$ cat config.mk
export PLATFORM = sky130hd
export DESIGN_NAME = bp_be_stride_pf_issue
export DESIGN_NICKNAME = d
export VERILOG_FILES = /design/src/rtl/bp_be_stride_pf_issue_pkg.sv /design/src/rtl/bp_be_stride_pf_issue_counter.sv /design/src/rtl/bp_be_stride_pf_issue.sv
export SDC_FILE = /design/constraint.sdc
export NUM_CORES = 1
export LEC_CHECK = 0
export ABC_AREA = 1
export CELL_PAD_IN_SITES_DETAIL_PLACEMENT = 1
export CELL_PAD_IN_SITES_GLOBAL_PLACEMENT = 2
export CORE_ASPECT_RATIO = 1.2
export CORE_MARGIN = 2
export CORE_UTILIZATION = 28
export CTS_BUF_LIST = sky130_fd_sc_hd__clkbuf_8
export DETAILED_ROUTE_END_ITERATION = 16
export PLACE_DENSITY_LB_ADDON = 0.25
export SETUP_SLACK_MARGIN = 0.5
export SLEW_MARGIN = 20
export SYNTH_ARGS = -nofsm -noshare
export SYNTH_HDL_FRONTEND = slang
export SYNTH_SLANG_ARGS = --single-unit
export TNS_END_PERCENT = 100
$ cat constraint.sdc
create_clock -name clk_i -period 3.9 [get_ports clk_i]
set_clock_uncertainty 0.15 [all_clocks]
set_input_delay 0.78 -clock clk_i [delete_from_list [all_inputs] [get_ports clk_i]]
set_output_delay 0.78 -clock clk_i [all_outputs]
set_load 0.02 [all_outputs]
$ cat src/rtl/bp_be_stride_pf_issue_pkg.sv
// bp_be_stride_pf_issue_pkg
//   Shared types and defaults for the stride prefetch issue block.
//   - vaddr_width_gp / dcache_block_width_gp : default processor config values
//   - bp_be_stride_pf_state_e                : issue FSM states
//   - block_offset_width()                   : byte-offset width of a D$ block
//   Optional feature macro used by the block: BP_BE_STRIDE_PF_LINE_DEDUP_EN.
package bp_be_stride_pf_issue_pkg;

    localparam int unsigned vaddr_width_gp        = 39;
    localparam int unsigned dcache_block_width_gp = 512;

    typedef enum logic [1:0] {
        e_idle     = 2'd0,
        e_discover = 2'd1,
        e_issue    = 2'd2
    } bp_be_stride_pf_state_e;

    // Block width is given in bits; the offset covers its bytes.
    function automatic int unsigned block_offset_width(input int unsigned block_width_bits);
        return $clog2(block_width_bits / 8);
    endfunction

endpackage

$ cat src/rtl/bp_be_stride_pf_issue_counter.sv
// bp_be_stride_pf_issue_counter
//   Clear/up counter saturating at max_val_p (clear_up counter semantics).
//   Ports:
//     clk_i, reset_i : clock, asynchronous active-high reset
//     clear_i        : synchronous clear, wins over up_i
//     up_i           : increment by one (held at max_val_p once reached)
//     count_o        : current count
module bp_be_stride_pf_issue_counter #(
    parameter int unsigned max_val_p = 4,
    parameter int unsigned width_p   = $clog2(max_val_p + 1)
) (
    input  logic               clk_i,
    input  logic               reset_i,
    input  logic               clear_i,
    input  logic               up_i,
    output logic [width_p-1:0] count_o
);

    logic [width_p-1:0] count_q, count_d;

    always_comb begin
        count_d = count_q;
        if (clear_i) begin
            count_d = '0;
        end else if (up_i && (count_q < width_p'(max_val_p))) begin
            count_d = count_q + 1'b1;
        end
    end

    always_ff @(posedge clk_i or posedge reset_i) begin
        if (reset_i) begin
            count_q <= '0;
        end else begin
            count_q <= count_d;
        end
    end

    assign count_o = count_q;

endmodule

$ cat src/rtl/bp_be_stride_pf_issue.sv
// bp_be_stride_pf_issue
//   Consumes stride predictions and discovery start/confirm events. After a
//   confirm it walks ahead of the striding load and presents pf_depth_p
//   prefetch virtual addresses on a valid/yumi handshake.
//   Ports:
//     clk_i, reset_i        : clock, asynchronous active-high reset
//     flush_i               : abort all tracking, return to e_idle
//     stride_v_i            : qualifies stride_i, pc_i, eff_addr_i, start/confirm
//     stride_i              : signed byte stride
//     pc_i, eff_addr_i      : PC and effective address of the striding load
//     start_discovery_i     : begin tracking a new sequence
//     confirm_discovery_i   : sequence confirmed, begin issuing
//     pf_v_o, pf_vaddr_o    : registered prefetch request
//     pf_yumi_i             : request consumed this cycle
//     busy_o                : registered, high whenever not in e_idle
//   Macro BP_BE_STRIDE_PF_LINE_DEDUP_EN: skip candidates falling in the same
//   D$ line as the last issued request (skips still count toward the depth).
module bp_be_stride_pf_issue
    import bp_be_stride_pf_issue_pkg::*;
#(
    parameter int unsigned vaddr_width_p        = vaddr_width_gp,
    parameter int unsigned dcache_block_width_p = dcache_block_width_gp,
    parameter int unsigned stride_width_p       = 8,
    parameter int unsigned pf_depth_p           = 4
) (
    input  logic                     clk_i,
    input  logic                     reset_i,
    input  logic                     flush_i,
    input  logic                     stride_v_i,
    input  logic [stride_width_p-1:0] stride_i,
    input  logic [vaddr_width_p-1:0] pc_i,
    input  logic [vaddr_width_p-1:0] eff_addr_i,
    input  logic                     start_discovery_i,
    input  logic                     confirm_discovery_i,
    output logic                     pf_v_o,
    output logic [vaddr_width_p-1:0] pf_vaddr_o,
    input  logic                     pf_yumi_i,
    output logic                     busy_o
);

    localparam int unsigned block_offset_lp = block_offset_width(dcache_block_width_p);
    localparam int unsigned count_width_lp  = $clog2(pf_depth_p + 1);

    if (pf_depth_p < 1) begin : g_bad_depth
        $error("pf_depth_p must be at least 1");
    end
    if (stride_width_p >= vaddr_width_p) begin : g_bad_stride
        $error("stride_width_p must be narrower than vaddr_width_p");
    end
    if (block_offset_lp >= vaddr_width_p) begin : g_bad_block
        $error("D$ block offset must be narrower than vaddr_width_p");
    end

    bp_be_stride_pf_state_e state_q, state_d;

    logic [vaddr_width_p-1:0] pc_q, pc_d;
    logic [vaddr_width_p-1:0] stride_q, stride_d;
    logic [vaddr_width_p-1:0] next_addr_q, next_addr_d;
    logic                     pf_v_q, pf_v_d;
    logic                     busy_q, busy_d;

    logic [vaddr_width_p-1:0] stride_sext;
    logic [count_width_lp-1:0] count;
    logic start, confirm, pc_match;
    logic yumi_fire, skip, advance, last;
    logic line_hit;

    assign start       = stride_v_i & start_discovery_i;
    assign confirm     = stride_v_i & confirm_discovery_i;
    assign pc_match    = (pc_i == pc_q);
    assign stride_sext = {{(vaddr_width_p - stride_width_p){stride_i[stride_width_p-1]}}, stride_i};

    // pf_v_q is only ever high in e_issue, so it alone qualifies the handshake.
    assign yumi_fire = pf_v_q & pf_yumi_i;
    assign advance   = yumi_fire | skip;
    assign last      = advance & (count == count_width_lp'(pf_depth_p - 1));

    always_comb begin
        state_d     = state_q;
        pc_d        = pc_q;
        stride_d    = stride_q;
        next_addr_d = next_addr_q;
        if (flush_i) begin
            state_d = e_idle;
        end else if (start) begin
            // Discovery base is re-supplied by the confirm, so only pc/stride are kept.
            state_d  = e_discover;
            pc_d     = pc_i;
            stride_d = stride_sext;
        end else begin
            case (state_q)
                e_discover: begin
                    if (confirm) begin
                        stride_d    = stride_sext;
                        next_addr_d = eff_addr_i + stride_sext;
                        state_d     = (stride_i == '0) ? e_idle : e_issue;
                    end else if (stride_v_i && pc_match) begin
                        stride_d = stride_sext;
                    end
                end
                e_issue: begin
                    if (advance) begin
                        next_addr_d = next_addr_q + stride_q;
                        if (last) begin
                            state_d = e_idle;
                        end
                    end
                end
                default: ;
            endcase
        end
    end

`ifdef BP_BE_STRIDE_PF_LINE_DEDUP_EN
    localparam int unsigned line_width_lp = vaddr_width_p - block_offset_lp;

    logic [line_width_lp-1:0] last_line_q, last_line_d;
    logic                     last_line_v_q, last_line_v_d;

    // In e_issue a low pf_v_q can only mean the presented candidate was a repeat.
    assign skip = (state_q == e_issue) & ~pf_v_q;

    always_comb begin
        last_line_d   = last_line_q;
        last_line_v_d = last_line_v_q;
        if (flush_i || start) begin
            last_line_d   = '0;
            last_line_v_d = 1'b0;
        end else if (yumi_fire) begin
            last_line_d   = next_addr_q[vaddr_width_p-1:block_offset_lp];
            last_line_v_d = 1'b1;
        end
    end

    // Look ahead at the next candidate so pf_v_o stays registered.
    assign line_hit = last_line_v_d
                    & (next_addr_d[vaddr_width_p-1:block_offset_lp] == last_line_d);

    always_ff @(posedge clk_i or posedge reset_i) begin
        if (reset_i) begin
            last_line_q   <= '0;
            last_line_v_q <= 1'b0;
        end else begin
            last_line_q   <= last_line_d;
            last_line_v_q <= last_line_v_d;
        end
    end
`else
    assign skip     = 1'b0;
    assign line_hit = 1'b0;
`endif

    assign pf_v_d = (state_d == e_issue) & ~line_hit;
    assign busy_d = (state_d != e_idle);

    always_ff @(posedge clk_i or posedge reset_i) begin
        if (reset_i) begin
            state_q     <= e_idle;
            pc_q        <= '0;
            stride_q    <= '0;
            next_addr_q <= '0;
            pf_v_q      <= 1'b0;
            busy_q      <= 1'b0;
        end else begin
            state_q     <= state_d;
            pc_q        <= pc_d;
            stride_q    <= stride_d;
            next_addr_q <= next_addr_d;
            pf_v_q      <= pf_v_d;
            busy_q      <= busy_d;
        end
    end

    bp_be_stride_pf_issue_counter #(
        .max_val_p (pf_depth_p),
        .width_p   (count_width_lp)
    ) u_count (
        .clk_i   (clk_i),
        .reset_i (reset_i),
        .clear_i (flush_i | start),
        .up_i    (advance),
        .count_o (count)
    );

    assign pf_v_o     = pf_v_q;
    assign pf_vaddr_o = next_addr_q;
    assign busy_o     = busy_q;

endmodule

Yosys cells after proc, flatten, opt, wreduce, memory -nomap -nowiden
Cells that the tools add are included.

Bits in registers: 124. Latch bits: 0. Bits in writable memories: 0. Bits in read-only memories: 0. Output and inout port bits: 41. Logic and storage cells: 52. Memories kept: 0.

Add/sub/neg operators: 3. $mul: 0. Div/mod/pow operators: 0. Magnitude comparators: 1. Equality and inequality tests: 7. Shift-type cells: 0. Multiplexer cells: 16. Bitwise operators: 7. Reductions and logical operators: 11.

Operator list (number): 39-bit two-way mux (6); 39-bit adder (2); 39-bit case mux with 2 select lines (1); 39-bit == test (1); 2-bit two-way mux (6); 8-bit logical NOT (1); 2-bit nonzero test (4); 3-bit two-way mux (2); 5-bit AND reduction (1); 1-bit bitwise AND (4); 2-bit == test, second input constant (2); 2-bit != test, second input constant (2); 2-bit case mux with 2 select lines (1); 3-bit by 1-bit adder with 3-bit output, second input constant (1); 3-bit by 2-bit == test with 1-bit output, second input constant (1); 3-bit < comparator, second input constant (1); 3-bit AND reduction (1); 3-bit nonzero test (1); 2-bit by 1-bit == test with 1-bit output, second input constant (1); 1-bit logical AND (2); 1-bit NOT (2); 2-bit AND reduction (1); 1-bit OR (1).

Depth between registers and ports, before layout
Depth in word-level cells: 8. Mapped depth: 17. Gate-level depth less buffers: 17.

Hierarchy
Synthesis repeated with hierarchy kept, for this count alone.

Cells, all modules: 1743. Area, all modules: 10196.0 µm².

By module, submodules not included: bp_be_stride_pf_issue (times used 1, cells each 1726, area each 10048.4 µm², seq. area each 2252.2 µm²); bp_be_stride_pf_issue_counter (times used 1, cells each 17, area each 147.6 µm², seq. area each 75.1 µm²).

Worst setup path after synthesis
OpenSTA, ideal clock, no wires.

Kind: input -> register. Start: in stride_i[0]. End: reg next_addr_q[32], in the netlist pf_vaddr_o[32]. Setup time: 0.117 ns. Arrival: 2.298 ns. Data required time: 3.633 ns. Setup slack: 1.335 ns. Stages on the path: 17. Cells stage by stage: ha_1 inv_1 fa_1 inv_1 nand3_1 nand3_1 nand2_1 nand2_1 nand2_1 nand2_1 nand2_1 nand2_1 nand2_1 nand3_1 nand2_1 nand2_1 nand2_1.

Word-level cells in the longest chain between the ends: 3.

RTL lines: start, declared (line bp_be_stride_pf_issue.sv:30) `input logic [stride_width_p-1:0] stride_i,`; 39-bit adder (line bp_be_stride_pf_issue.sv:95) `next_addr_d = eff_addr_i + stride_sext;`; 39-bit two-way mux (line bp_be_stride_pf_issue.sv:93) `if (confirm) begin`; 39-bit case mux with 2 select lines (line bp_be_stride_pf_issue.sv:91) `case (state_q)`; end signal, assigned (line bp_be_stride_pf_issue.sv:168) `next_addr_q <= next_addr_d;`; end, declared (line bp_be_stride_pf_issue.sv:58) `logic [vaddr_width_p-1:0] next_addr_q, next_addr_d;`.

Every way passes these cells. The select of a mux whose other input is x is not followed. A chain may end at the register's enable or synchronous reset.

Final worst setup path
Start: in stride_i[0]. End: reg next_addr_q[24], in the netlist pf_vaddr_o[24].

Same word-level chain as after synthesis.

==> flow_summary_export.csv <==
group,metric,value,unit
cells_and_area,fin_util,0.342,
timing,finalMaxSlewViolations,0,
routing,wl_per_cell,15.6,um
clocking,tritoncts,"done",
floorplan,fp.dieH,212,um
place,dp_hpwl,30.5,mm
place,place_inst,2326,
setup_path,setup.worst_path.end_class,"flip-flop",
min_path,hp-class,"flip-flop to flip-flop",
synth,syn_nets,1913,
synth,netlist_area,10000,sq um
timing,slew_headroom,0.456,
clocking,cts_setup_buffers,0,
setup_path,crit_cells,18,
clocking,cts_max_level,3,
cells_and_area,layout_commonest_cell,"nand2_1",
global_route,grt_use_total,0.198,
synth,syn_area_per_cell,5.78,sq um
clocking,root_buffer,"clkbuf_8",
cells_and_area,ff_latch_area,2330,sq um
timing,fin_hold_ws,358,ps
routing,drtIter0Drc,489,
floorplan,core-area,35700,sq um
timing,tightestPinTransition,816,ps
routing,drc_errors,0,
routing,drt_pre_antenna_iters,4,
setup_path,arrival,3260,ps
floorplan,die_w,177,um
cells_and_area,area_growth,21.2,%
global_route,grt_pass1_wl,58.4,mm
setup_path,worst-r2r-cell-count,13,
synth,netlist_instances,1738,
setup_path,cp_cell_sequence,"clkdlybuf4s50_1 -> ha_2 -> inv_1 -> fa_1 -> inv_1 -> nand3_1 -> nand3_1 -> nand2_1 -> nand2_1 -> nand2_1 -> nand2_2 -> nand2_1 -> nand2_1 -> nand2_1 -> nand3_1 -> nand2_1 -> nand2_1 -> nand2_1",
timing,rsz0062_at_grt,"no",
global_route,grt_pass1_vias,11300,
cells_and_area,fillers,4761,
pwr,p_per_area,456,nW/um^2
routing,wl,36.6,mm
floorplan,ios,134,
timing,period_needed,3130,ps
pwr,p_leak,0.00651,uW
clocking,clock_latency,410,ps
cells_and_area,final_cell_count_no_fill,2342,
cells_and_area,drive_gt1_frac,0.0320,
cells_and_area,multi_input_area,6620,sq um
outcome,outcome,"finished, final reports clean",
setup_path,path_max_fanout,4,
setup_path,slowest_delay,520,ps
global_route,grt_max_degree,53,
setup_path,worst-setup-path-type,"input port to flip-flop",
clocking,cts_buffer_depth,2,
synth,seq_area_frac_synth,0.232,
synth,synth_cell_types,33,
synth,synth_top_cell_area_share,0.264,
global_route,gr-total-overflow,0,
synth,yosys_warnings,0,
timing,hold_violations,0,
clocking,cts_buffers,9,
clocking,clk_pin_slew,110,ps
routing,vias,11000,
timing,max_freq,320,MHz
synth,ys_seq_elements,93,
timing,setup_tns,0,ps
synth,synth_area_leaders,"nand2_1 26%, dfrtp_1 23%, inv_1 10%",
floorplan,fp.dieArea,37400,sq um
setup_path,required,4030,ps
setup_path,critPathLaunchType,"input port",
place,io_buffer_count,133,
setup_path,path_buf_inv,3,
cells_and_area,nNetsFinal,2044,
min_path,hold_path_depth,2,
synth,yosysTopAreaCell,"nand2_1",
clocking,cts.sinks,93,
routing,viasPerCell,4.70,
cells_and_area,n_antenna_cell,0,
pwr,vdd_drop_max,0.228,mV
cells_and_area,mostFrequentLayoutCells,"707 x nand2_1, 268 x inv_1, 152 x nor2_1",
timing,setup_violations,0,
flow_run,cap_violations,0,
floorplan,rows,76,
setup_path,crit_top_cell,"nand2_1",
setup_path,worst_path_dominant_cell_family,"simple AND/OR/NAND/NOR gates",
floorplan,initial_core_util,0.282,
global_route,antenna_found_initial,0,
clocking,cts_hold_buf,0,
place,place_congestion,0.857,
setup_path,crit_path_top_delay_cell,"clkdlybuf4s50_1",
timing,finalCritPeriodShare,0.802,
routing,postRouteAntennaNets,0,
[synth_stat cells]
| cell type | n |
|---|---|
| nand2_2 | 11 |
| o22ai_1 | 1 |
| inv_2 | 1 |
| nand3b_1 | 9 |
| o221ai_1 | 1 |
| nor4_1 | 6 |
| buf_2 | 9 |
| clkinv_1 | 1 |
| and2_0 | 1 |
| nor2_1 | 153 |
| dfrtp_1 | 93 |
| and2_1 | 3 |
| ha_1 | 80 |
| fa_1 | 2 |
| o211ai_1 | 1 |
| nand3_1 | 100 |
| or2_2 | 7 |
| inv_1 | 269 |
| clkbuf_1 | 13 |
| a31oi_1 | 15 |
| nand3_2 | 7 |
| xor2_1 | 27 |
| o21ai_0 | 80 |
| nor2_2 | 3 |
| xnor2_1 | 10 |
| a32o_1 | 1 |
| nor3b_1 | 1 |
| o21bai_1 | 5 |
| nor3_1 | 23 |
| nand2_1 | 708 |
| a21oi_1 | 87 |
| nand4_1 | 9 |
| buf_1 | 1 |
[flip-flops by register name (all words and copies together) (netlist names)]
| register | count |
|---|---|
| pc_q | 39 |
| pf_vaddr_o | 39 |
| busy_o | 1 |
| state_q | 2 |
| u_count.count_o | 3 |
| pf_v_o | 1 |
| stride_q | 8 |
[layout make-up]
class / instances / area share
clock buffers: 9 / 0.0102
well taps: 468 / 0.0481
inverters: 271 / 0.0837
multi-input cells: 1351 / 0.544
repair buffers: 143 / 0.116
flip-flops and latches: 93 / 0.191
clock inverters: 7 / 0.00709
[power breakdown]
group	total, uW	switching [uW]	internal, uW	leakage [uW]
registers	1480	294	1190	0.00114
logic	3370	2130	1240	0.00526
clock network	709	448	262	0.000105
total	5560	2870	2690	0.00651
[metal layers]
metal,routed length [um],global-route usage
met1,16900,0.252
met2,18400,0.362
met3,712,0.0176
met4,615,0.0413
met5,0,0
[through the flow]
stage | area, sq um | worst slack, ps | total power, uW
final | 12200 | 772 | 5560
after global routing | 12200 | 555 | 6100
after CTS | 12200 | 696 | 5640
after detailed placement | 12000 | 269 | 4900
after global placement | 12000 | 323 | 4850
after floorplan | 10000 | 550 | 3610
[repair_timing]
| item | 4_1_cts | 5_1_grt |
|---|---|---|
| hold endpoints to repair | 0 | 0 |
| endpoints found under the setup margin | 0 | 2 |
| gates resized for setup | 0 | 2 |
[path summary, 6_finish.rpt]
check / start / endpoint / slack (ps)
min in group asynchronous: reset_i / pc_q[34] / 670
max: stride_i[0] / pf_vaddr_o[24] / 770
min: pc_q[26] / pc_q[26] / 360
max reg2reg: stride_q[37] / pf_vaddr_o[35] / 840
max in group asynchronous: reset_i / pc_q[0] / 2140
min reg2reg: pc_q[26] / pc_q[26] / 360
[logic make-up after synthesis]
| logic type | count (synthesis) | synth area share |
|---|---|---|
| and+or+nand+nor | 1041 | 0.422 |
| buffers and inverters | 294 | 0.111 |
| AOI/OAI and AO/OA | 191 | 0.0995 |
| DFF | 93 | 0.232 |
| adders and majority gates | 82 | 0.104 |
| xor gates and xnor gates | 37 | 0.0322 |
[worst register-to-register path, delay by kind of cell (launching register included)]
family | cells | cell delay [ps]
DFF | 1 | 880
AOI/OAI and AO/OA | 3 | 630
and+or+nand+nor | 7 | 590
buffers and inverters | 2 | 440
adders and majority gates | 1 | 320
Note: power is estimated with default switching activity, not from simulation.
